File: config.mk
export PLATFORM = sky130hd
export DESIGN_NAME = incr_count_seq
export DESIGN_NICKNAME = d
export VERILOG_FILES = /design/src/rtl/incr_count_seq_pkg.sv /design/src/rtl/incr_count_seq_eq_cmp16.sv /design/src/rtl/incr_count_seq.sv
export SDC_FILE = /design/constraint.sdc
export NUM_CORES = 1
export LEC_CHECK = 0
export CELL_PAD_IN_SITES_DETAIL_PLACEMENT = 0
export CELL_PAD_IN_SITES_GLOBAL_PLACEMENT = 1
export CORE_MARGIN = 10
export CORE_UTILIZATION = 28
export DETAILED_ROUTE_END_ITERATION = 8
export HOLD_SLACK_MARGIN = 0.03
export PLACE_DENSITY_LB_ADDON = 0.05
export SLEW_MARGIN = 15
export SYNTH_ARGS = -nofsm -noshare
export SYNTH_HDL_FRONTEND = slang
export SYNTH_HIERARCHICAL = 1
export SYNTH_SLANG_ARGS = --single-unit
File: constraint.sdc
create_clock -name clk -period 2.35 [get_ports clk]
set_input_delay 0.705 -clock clk [delete_from_list [all_inputs] [get_ports clk]]
set_output_delay 0.705 -clock clk [all_outputs]
set_load 0.05 [all_outputs]
File: src/rtl/incr_count_seq_pkg.sv
// Shared definitions for the incr_count_seq slice: count width, terminal value
// and the 2-bit sequencer state encoding.
package incr_count_seq_pkg;

    localparam int CNT_W = 16;
    localparam logic [CNT_W-1:0] CNT_MAX = 16'hFFFF;

    typedef enum logic [1:0] {
        ST_IDLE = 2'b00,
        ST_RUN  = 2'b01,
        ST_DONE = 2'b10
    } state_t;

endpackage

File: src/rtl/incr_count_seq_eq_cmp16.sv
// eq_cmp16: gate-level 16-bit equality comparator (xor per bit, or-reduce, invert).
module eq_cmp16 (
    input  logic [15:0] a,
    input  logic [15:0] b,
    output logic        eq
);

    logic [15:0] diff;
    logic        any_diff;

    genvar i;
    generate
        for (i = 0; i < 16; i = i + 1) begin : g_bit
            xor u_xor (diff[i], a[i], b[i]);
        end
    endgenerate

    or u_or (any_diff, diff[0], diff[1], diff[2], diff[3], diff[4], diff[5],
             diff[6], diff[7], diff[8], diff[9], diff[10], diff[11],
             diff[12], diff[13], diff[14], diff[15]);
    not u_not (eq, any_diff);

endmodule

File: src/rtl/incr_count_seq.sv
// Count register and start/limit/done sequencer around an external incrementor.
// Optional build macro: COUNT_SATURATE_EN (count saturates at 16'hFFFF instead of wrapping).
module incr_count_seq
    import incr_count_seq_pkg::*;
#(
    parameter logic [15:0] RESET_VAL    = 16'h0000,
    parameter bit          AUTO_RESTART = 1'b0
) (
    input  logic        clk,
    input  logic        rst,
    input  logic        start,
    input  logic [15:0] load_val,
    input  logic [15:0] limit,
    input  logic        en,
    input  logic [15:0] inc_s,
    output logic [15:0] inc_a,
    output logic [15:0] count,
    output logic        busy,
    output logic        done,
    output logic        wrap
);

    state_t      state;
    state_t      state_nxt;
    logic [15:0] count_nxt;
    logic [15:0] limit_q;
    logic [15:0] load_val_q;
    logic        wrap_nxt;
    logic        capture;
    logic        hit;
    logic        at_max;

    assign inc_a   = count;
    assign at_max  = (count == CNT_MAX);
    assign capture = (state == ST_IDLE) && start;

    eq_cmp16 u_eq (
        .a  (count),
        .b  (limit_q),
        .eq (hit)
    );

    always_comb begin
        state_nxt = state;
        count_nxt = count;
        wrap_nxt  = 1'b0;
        case (state)
            ST_IDLE: begin
                if (start) begin
                    state_nxt = ST_RUN;
                    count_nxt = load_val;
                end
            end
            ST_RUN: begin
                if (en) begin
                    if (hit) begin
                        state_nxt = ST_DONE;
                    end else begin
`ifdef COUNT_SATURATE_EN
                        // Reaching the ceiling without hitting the limit ends the run.
                        if (at_max) begin
                            state_nxt = ST_DONE;
                        end else begin
                            count_nxt = inc_s;
                        end
`else
                        count_nxt = inc_s;
                        wrap_nxt  = at_max;
`endif
                    end
                end
            end
            ST_DONE: begin
                if (AUTO_RESTART) begin
                    state_nxt = ST_RUN;
                    count_nxt = load_val_q;
                end else begin
                    state_nxt = ST_IDLE;
                end
            end
            default: state_nxt = ST_IDLE;
        endcase
    end

    always_ff @(posedge clk) begin
        if (rst) begin
            state   <= ST_IDLE;
            count   <= RESET_VAL;
            limit_q <= 16'h0000;
            busy    <= 1'b0;
            done    <= 1'b0;
            wrap    <= 1'b0;
        end else begin
            state <= state_nxt;
            count <= count_nxt;
            if (capture) begin
                limit_q <= limit;
            end
            busy <= (state_nxt == ST_RUN);
            done <= (state_nxt == ST_DONE);
            wrap <= wrap_nxt;
        end
    end

    // Reload value is only consumed after a capture, so it needs no reset.
    always_ff @(posedge clk) begin
        if (capture) begin
            load_val_q <= load_val;
        end
    end

endmodule
==> impl_metrics.toml <==
[sta]
fin_crit_ns = 2.27
setup_viol = 0
post-route-period-util_pct = 96.4
totalNegativeSetupSlack_ns = 0
tightest_slew_ns = 0.512
slew_viol_final = 0
timing.final.hold_violations = 0
fin_skew_ns = 0.00462
rsz0062_at_grt = "false"
holdWs_ns = 0.467
max_freq_ghz = 0.441
slew_headroom_pct = 65.8

[final_layout]
antenna_cells = 0
final_nets = 351
drive_above_1_share_pct = 19.4
finalCoreUtilization_pct = 43.6
area_growth_pct = 51.1

[synthesis]
syn_area_per_cell_um2 = 8.28
post_synth_inst_count = 221
ys_seq_area_share_pct = 40.5
synth.distinct_cells = 24
syn_area_um2 = 1830
synth_seq_cells = 37
synth_nets = 273
synth_warnings = 6

[worst_setup_path]
crit_family = "buffers and inverters"
critPathSlowestCell = "clkdlybuf4s50_1"
crit_chain = "clkdlybuf4s50_1"
cp.required_ns = 1.64
r2r_end = "count[3]"
crit_buf_inv = 1
cp.arrival_ns = 1.56
critPathKind = "reg -> out"
critPathCaptureType = "primary output"
cp_max_fo = 5
timing.critical_path.slowest_cell_delay_ns = 0.85
reg2reg_depth = 8
r2r_slack_ns = 0.34
crit_path_start_kind = "register"
r2r-start = "count[6]"

[placement]
portBuffers = 86
routabilityCongestion = 0.742
dpl.hpwl_um = 5160

[route]
drc_errors = 0
dr_wl_met3_um = 523
first_pass_iters = 4
vias_per_cell = 4.80
topRoutingLayerUsed = "met4"
num_vias = 1803
drt-met1-wl_um = 3020
initialDrtViolationCount = 63
ant_nets = 0
wl_per_cell_um = 17.3
wl_um = 6520
wl_met2_um = 2930

[floorplan]
core_area_um2 = 6350
ios = 87
rows = 29
die_w_um = 101
initial_utilization_pct = 28.8
dieArea_um2 = 10200
die_h_um = 101

[job]
max_cap_violations = 0

[worst_hold_path]
min_to = "limit_q[12]"
hp-class = "reg -> reg"
holdCritStartpoint = "limit_q[12]"
hold_depth = 2

[global_routing]
grtUsageTotal_pct = 12.9
grt_pass1_wl_um = 10500
grt_pass1_vias = 1957
grt_overflow = 0
antenna_found_initial = 0
grt_max_degree = 29

[clock_network]
cts_inserted_buffers = 5
cts_buffer_depth = 2
cts.sinks = 37
h-tree-depth = 2
cts_root_buf = "clkbuf_8"
tritoncts = "yes"
post_cts_buffers = 0
clkSlewWorstSetupHoldPaths_ns = 0.07
insertion_delay_ns = 0.28

[power_and_ir_drop]
cellLeakagePower_nw = 1.06
pwr_density_cell_nw_per_um2 = 639
ir_worst_vdd_mv = 0.289

[status]
status = "complete, no violations"
per-layer routing:
layer  up-vias  track usage (%)
met5         -                0
met4         0             3.48
met3         6             4.80
met2        64             19.5
met1       810             16.8
li1        923                -
how the worst max path moves through the flow:
stage | from | to | slack, ns | cells after the start
5_1_grt | count[7] | inc_a[7] | 0.02 | 1
2_1_floorplan | count[10] | count[0] | 0.08 | 7
3_5_place_dp | en | wrap | 0.09 | 4
4_1_cts | count[0] | inc_a[0] | 0.04 | 1
3_3_place_gp | en | wrap | 0.13 | 4
6_report | count[7] | inc_a[7] | 0.08 | 1
stage by stage:
stage          power, mW  instance area (um2)  setup WS (ns)  cells
3_5_place_dp        1.35                 2680         0.0921    369
5_1_grt             1.86                 2770         0.0200    376
3_3_place_gp        1.35                 2680          0.128    369
4_1_cts             1.79                 2760         0.0436    376
6_report            1.77                 2770         0.0839    376
2_1_floorplan       1.12                 1830         0.0811    221
Yosys cell counts (all sizes together):
library cell / number / area, um2
dfxtp: 37 / 741
a21oi: 32 / 160
nand2: 32 / 120
buf: 24 / 161
o21ai: 17 / 85.1
a211oi: 16 / 120
nor3: 16 / 80.1
xnor2: 16 / 140
clkbuf: 9 / 33.8
nand4: 8 / 50.1
a31oi: 2 / 12.5
and4: 2 / 17.5
nor4: 2 / 25.0
and4bb: 1 / 12.5
dlygate4sd1: 1 / 8.76
nand2b: 1 / 6.26
nand3b: 1 / 20.0
nor2: 1 / 3.75
nor3b: 1 / 12.5
or3b: 1 / 8.76
or4: 1 / 11.3
sequential cells by signal, indices dropped and copies added (netlist names):
register	cells
wrap	1
state	2
busy	1
limit_q	16
done	1
count	16
final cells by class:
cell class	count	area, um2
Tap cell	77	96.3
Clock buffer	7	86.3
Timing Repair Buffer	105	951
Multi-Input combinational cell	150	892
Fill cell	652	3580
Sequential cell	37	741
cells by family (layout without fill, tap and decap cells):
family | Yosys count | count (layout) | synth area share [%]
buffers and inverters | 34 | 112 | 11.1
AOI/OAI and AO/OA | 67 | 67 | 20.6
and+or+nand+nor | 67 | 67 | 20.1
DFF | 37 | 37 | 40.5
xor gates and xnor gates | 16 | 16 | 7.66
power by group:
group	switching [mW]	internal, mW	total, mW
combinational	0.351	0.250	0.601
clock	0.208	0.233	0.440
sequential	0.0530	0.673	0.726
total	0.612	1.15	1.77
cell usage in the layout, fill, tap and decap left out, drive strengths merged:
cell type and n:
a211oi 16, a21oi 32, a31oi 2, and4 2, and4bb 1, buf 47
clkbuf 7, clkdlybuf4s50 56, dfxtp 37, dlymetal6s2s 2, nand2 32, nand2b 1
nand3b 1, nand4 8, nor2 1, nor3 16, nor3b 1, nor4 2
o21ai 17, or3b 1, or4 1, xnor2 16
worst register-to-register path: stages (launching register included):
cell,delay (ns)
dfxtp_1,0.46
xnor2_1,0.15
nand4_1,0.12
nor4_2,0.29
buf_4,0.19
and4bb_1,0.25
buf_4,0.18
nor3_1,0.18
a211oi_1,0.06
repair_timing:
item,CTS,global route
hold endpoints to repair,0,0
resized for setup,0,2
setup endpoints to repair,0,2
hold buffers,0,0
Power figures use the tool's default switching activity.
